**config.mk**
```make
export PLATFORM = sky130hd
export DESIGN_NAME = shift_unit
export DESIGN_NICKNAME = d
export VERILOG_FILES = /design/src/rtl/shift_unit.sv
export SDC_FILE = /design/constraint.sdc
export NUM_CORES = 1
export LEC_CHECK = 0
export ABC_AREA = 0
export CELL_PAD_IN_SITES_DETAIL_PLACEMENT = 0
export CELL_PAD_IN_SITES_GLOBAL_PLACEMENT = 1
export CORE_ASPECT_RATIO = 1.4
export CORE_UTILIZATION = 34
export DETAILED_ROUTE_END_ITERATION = 10
export PLACE_DENSITY = 0.81
export SYNTH_ARGS = -nofsm -noshare
export SYNTH_HDL_FRONTEND = slang
export SYNTH_SLANG_ARGS = --single-unit
```
**constraint.sdc**
```tcl
create_clock -name clk -period 2.1 [get_ports clk]
set_input_delay 0.315 -clock clk [delete_from_list [all_inputs] [get_ports clk]]
set_output_delay 0.315 -clock clk [all_outputs]
set_load 0.02 [all_outputs]
```
**src/rtl/shift_unit.sv**
```systemverilog
// Multi-cycle shifter for the AC/MQ register pair: one bit position per clock,
// single or double-width shifts, driven by a start/busy/done handshake.
module shift_unit #(
    parameter int WIDTH = 40,
    parameter int CNT_W = 6
) (
    input  logic             clk,
    input  logic             rst_b,
    input  logic             load,
    input  logic [WIDTH-1:0] ac_in,
    input  logic [WIDTH-1:0] mq_in,
    input  logic             start,
    input  logic [2:0]       mode,
    input  logic [CNT_W-1:0] amount,
    output logic [WIDTH-1:0] ac_out,
    output logic [WIDTH-1:0] mq_out,
    output logic             sh_out,
    output logic             busy,
    output logic             done
);

    localparam logic [1:0] S_IDLE  = 2'd0;
    localparam logic [1:0] S_SHIFT = 2'd1;
    localparam logic [1:0] S_DONE  = 2'd2;

    logic [1:0]       r_state;
    logic [WIDTH-1:0] r_ac;
    logic [WIDTH-1:0] r_mq;
    logic             r_sh;
    logic [CNT_W-1:0] r_cnt;
    logic [2:0]       r_mode;

    logic [WIDTH-1:0] w_ac_nxt;
    logic [WIDTH-1:0] w_mq_nxt;
    logic             w_sh_nxt;
    logic             w_legal;

    // Modes 11x are reserved and complete immediately without shifting.
    assign w_legal = ~(mode[2] & mode[1]);

    always_comb begin
        w_ac_nxt = r_ac;
        w_mq_nxt = r_mq;
        w_sh_nxt = r_sh;
        case (r_mode)
            3'b000: begin
                w_ac_nxt = {1'b0, r_ac[WIDTH-1:1]};
                w_sh_nxt = r_ac[0];
            end
            3'b001: begin
                w_ac_nxt = {r_ac[WIDTH-2:0], 1'b0};
                w_sh_nxt = r_ac[WIDTH-1];
            end
            3'b010: begin
                w_ac_nxt = {r_ac[WIDTH-1], r_ac[WIDTH-1:1]};
                w_sh_nxt = r_ac[0];
            end
            3'b011: begin
                w_ac_nxt = {r_ac[0], r_ac[WIDTH-1:1]};
                w_sh_nxt = r_ac[0];
            end
            3'b100: begin
                w_ac_nxt = {1'b0, r_ac[WIDTH-1:1]};
                w_mq_nxt = {r_ac[0], r_mq[WIDTH-1:1]};
                w_sh_nxt = r_mq[0];
            end
            3'b101: begin
                w_ac_nxt = {r_ac[WIDTH-2:0], r_mq[WIDTH-1]};
                w_mq_nxt = {r_mq[WIDTH-2:0], 1'b0};
                w_sh_nxt = r_ac[WIDTH-1];
            end
            default: begin
            end
        endcase
    end

    // Load has priority over start; both are ignored outside IDLE.
    always_ff @(posedge clk or negedge rst_b) begin
        if (!rst_b) begin
            r_state <= S_IDLE;
            r_ac    <= '0;
            r_mq    <= '0;
            r_sh    <= 1'b0;
            r_cnt   <= '0;
            r_mode  <= '0;
        end else begin
            case (r_state)
                S_IDLE: begin
                    if (load) begin
                        r_ac <= ac_in;
                        r_mq <= mq_in;
                    end else if (start) begin
                        if (w_legal && (amount != '0)) begin
                            r_state <= S_SHIFT;
                            r_cnt   <= amount;
                            r_mode  <= mode;
                        end else begin
                            r_state <= S_DONE;
                        end
                    end
                end
                S_SHIFT: begin
                    r_ac  <= w_ac_nxt;
                    r_mq  <= w_mq_nxt;
                    r_sh  <= w_sh_nxt;
                    r_cnt <= r_cnt - CNT_W'(1);
                    if (r_cnt == CNT_W'(1)) begin
                        r_state <= S_DONE;
                    end
                end
                S_DONE: begin
                    r_state <= S_IDLE;
                end
                default: begin
                    r_state <= S_IDLE;
                end
            endcase
        end
    end

    assign ac_out = r_ac;
    assign mq_out = r_mq;
    assign sh_out = r_sh;
    assign busy   = (r_state != S_IDLE);
    assign done   = (r_state == S_DONE);

endmodule

```
==> results.toml <==
[pwr]
cellLeakagePower_nw = 3.52
irDropWorstVdd_mv = 0.737
power-per-cell-area_nw_per_um2 = 1800

[finish]
fin_nets = 816
num_antenna_cells = 0
flow.area_growth_from_synthesis_pct = 44.5
post_route_cells_drive_above_1_share_pct = 6.47
postLayoutCoreUtil_pct = 50.4

[setup_path]
worst_setup_path_start_kind = "register"
worst_ep_required_time_ns = 1.78
timing.critical_path.slowest_stage_cell = "clkdlybuf4s50_1"
timing.critical_path.slowest_cell_delay_ns = 0.55
cp_max_fo = 9
timing.setup.critical_path_class = "register to output pin"
critical_path_arrival_ns = 1.70
timing.critical_path.max_delay_family = "buffers and inverters"
critPathCaptureType = "output pin"
worst-path-buf-inv = 1
critical_path.cell_chain = "or2_2 -> clkdlybuf4s50_1"

[cts]
numCtsBuffers = 9
h_tree_lvl_count = 3
tritoncts = "done"
ctsResizeCount = 0
cts_root_buffer = "clkbuf_16"
cts.sink_count = 92
clkLatencyLatePin_ns = 0.33
clkTransAtPathRegs_ns = 0.07
post_cts.repair.setup_buffers = 0
postCtsHoldBufs = 1
clock_tree.buffer_depth = 2

[floorplan]
starting_density_of_the_core_pct = 34.9
die_width_um = 107
core_region_area_um2 = 15100
die-height_um = 149
std_cell_rows = 53
total_die_area_um2 = 16000
io_pins = 176

[yosys]
synthTopCellsByArea = "dfrtp_1 44%, a21o_1 11%, mux2i_1 7.4%"
synthDistinctLibCells = 40
synth_largest_type_area_fraction_pct = 43.8
synth_fp_nets = 667
async_flop_share_pct = 100
synth.avg_cell_area_um2 = 9.18
syn-instance-count = 572
synth.yosys.warnings = 0
ys.flop_type = "dfrtp_1"
synth-edff-count = 0
netlist.top_cell.by_area = "dfrtp_1"
leading_cell_type_by_number_of_instances_after_synthesis = "dfrtp_1"
synth_common_cells = "92 x dfrtp_1, 86 x nand2_1, 83 x nor2_1"
synth.cell_area_um2 = 5250
seq_area_frac_synth_pct = 43.8
synth_seq_cells = 92

[route]
routed_wire_length_per_instance_um = 15.9
total_detailed_routing_wirelength_um = 14600
first_pass_iters = 5
drc_errors = 0
via_count = 4970
drt_via_density = 5.41
antenna_violating_nets_post_route = 0
drt-initial-drc-count = 259

[placed_design]
gp_routability_congestion = 0.810
detailedPlacementHpwl_um = 10200
pre_cts_ws_ns = -0.140
port_buffers = 175

[job]
maxCapViolCount = 0

[sta]
final_period_minus_worst_setup_slack_ns = 2.02
rsz0062_at_grt = "no"
timing_worst_slew_pin_value_ns = 0.462
final_setup_violations = 0
slew-limit-headroom_pct = 69.2
postLayoutSetupSlackWorst_ns = 0.0837
hold_viol_final = 0
achievable-frequency_ghz = 0.496
report.final.slew_viol_count = 0
skew_ns = 0.00353
final_min_period_over_clock_period_pct = 96.0

[global_route]
grt_usage_pct = 18.4
grt_start_max_net_pins = 109
first_global_vias = 4806
global_route.overflow_total = 0
initial_antenna_violation_count = 0
grt_first_pass_wirelength_um = 23600

[hold_path]
min_path_type = "primary input to asynchronous set/reset pin"

[status]
run_status = "completed"
-- stage by stage --
stage	instance area (um^2)	power, mW	cells	hold WS, ns	setup TNS (ns)
2_1_floorplan	5250	8.90	572	0.0194	0
3_3_place_gp	7260	11.8	901	0.256	-0.811
3_5_place_dp	7260	12.0	901	0.262	-1.03
4_1_cts	7590	13.8	918	0.444	0
5_1_grt	7590	14.7	918	0.457	0
6_report	7590	13.6	918	0.433	0
-- kinds of logic (layout without fill, tap and decap cells) --
group	after synthesis	in the layout	synth area share, %
adder cells (fa/ha/maj)	2	2	0.476
multiplexers	42	42	8.29
AND/OR/NAND/NOR	191	191	14.9
flip-flops	92	92	43.8
buffers and inverters	59	213	5.05
AO/OA/AOI/OAI	186	186	27.5
-- cells in the final DEF, fill, tap and decap left out, types with 2 or more instances in the layout --
master	n
buf_12	9
o221a_2	3
a21oi_1	6
nand3b_1	5
nor2_1	83
and3_1	3
o21ai_0	5
dfrtp_1	92
bufinv_16	2
ha_1	2
mux2_4	3
clkinv_2	2
clkbuf_16	9
nor3_1	2
o22ai_1	2
buf_4	9
a31oi_1	3
o31ai_1	2
a311oi_1	39
nand2b_1	3
inv_1	4
a211oi_1	40
nand2_1	86
a21o_1	77
clkdlybuf4s50_1	174
mux2i_1	38
-- metal layers --
layer  GRT usage, %  up-vias  part of all wire [%]
li1               -     2368                     -
met1           23.2     2443                    43
met2           31.8      150                    50
met3           3.45        9                   6.3
met4           5.07        0                  0.98
met5              0        -                     0
-- power by group --
group	leakage, nW	internal, mW	switching, mW	total, mW
registers	1.10	2.73	1.07	3.80
clock network	0.162	1.05	0.702	1.76
logic	2.26	3.97	4.10	8.07
total	3.52	7.76	5.87	13.6
-- registers in the layout (all words and copies together) (netlist names) --
signal   flops
r_state      2
ac_out      40
mq_out      40
r_mode       3
r_cnt        6
sh_out       1
-- area by class of cell --
type,count,area (um^2)
Clock inverter,7,98.8
Fill cell,1468,7460
Sequential cell,92,2300
Timing Repair Buffer,193,2000
Clock buffer,9,225
Multi-Input combinational cell,421,2710
Tap cell,192,240
Inverter,4,15.0
-- final timing paths --
check	from	endpoint	slack, ns	cells past startpoint
min in group clk	mq_out[1]	mq_out[1]	0.53	1
max reg2reg	r_mode[1]	ac_out[30]	0.30	5
min reg2reg	mq_out[1]	mq_out[1]	0.53	1
min	rst_b	mq_out[12]	0.43	2
max in group asynchronous	rst_b	ac_out[18]	1.03	3
max	r_state[1]	busy	0.08	2
(Power assumes the default switching activity.)
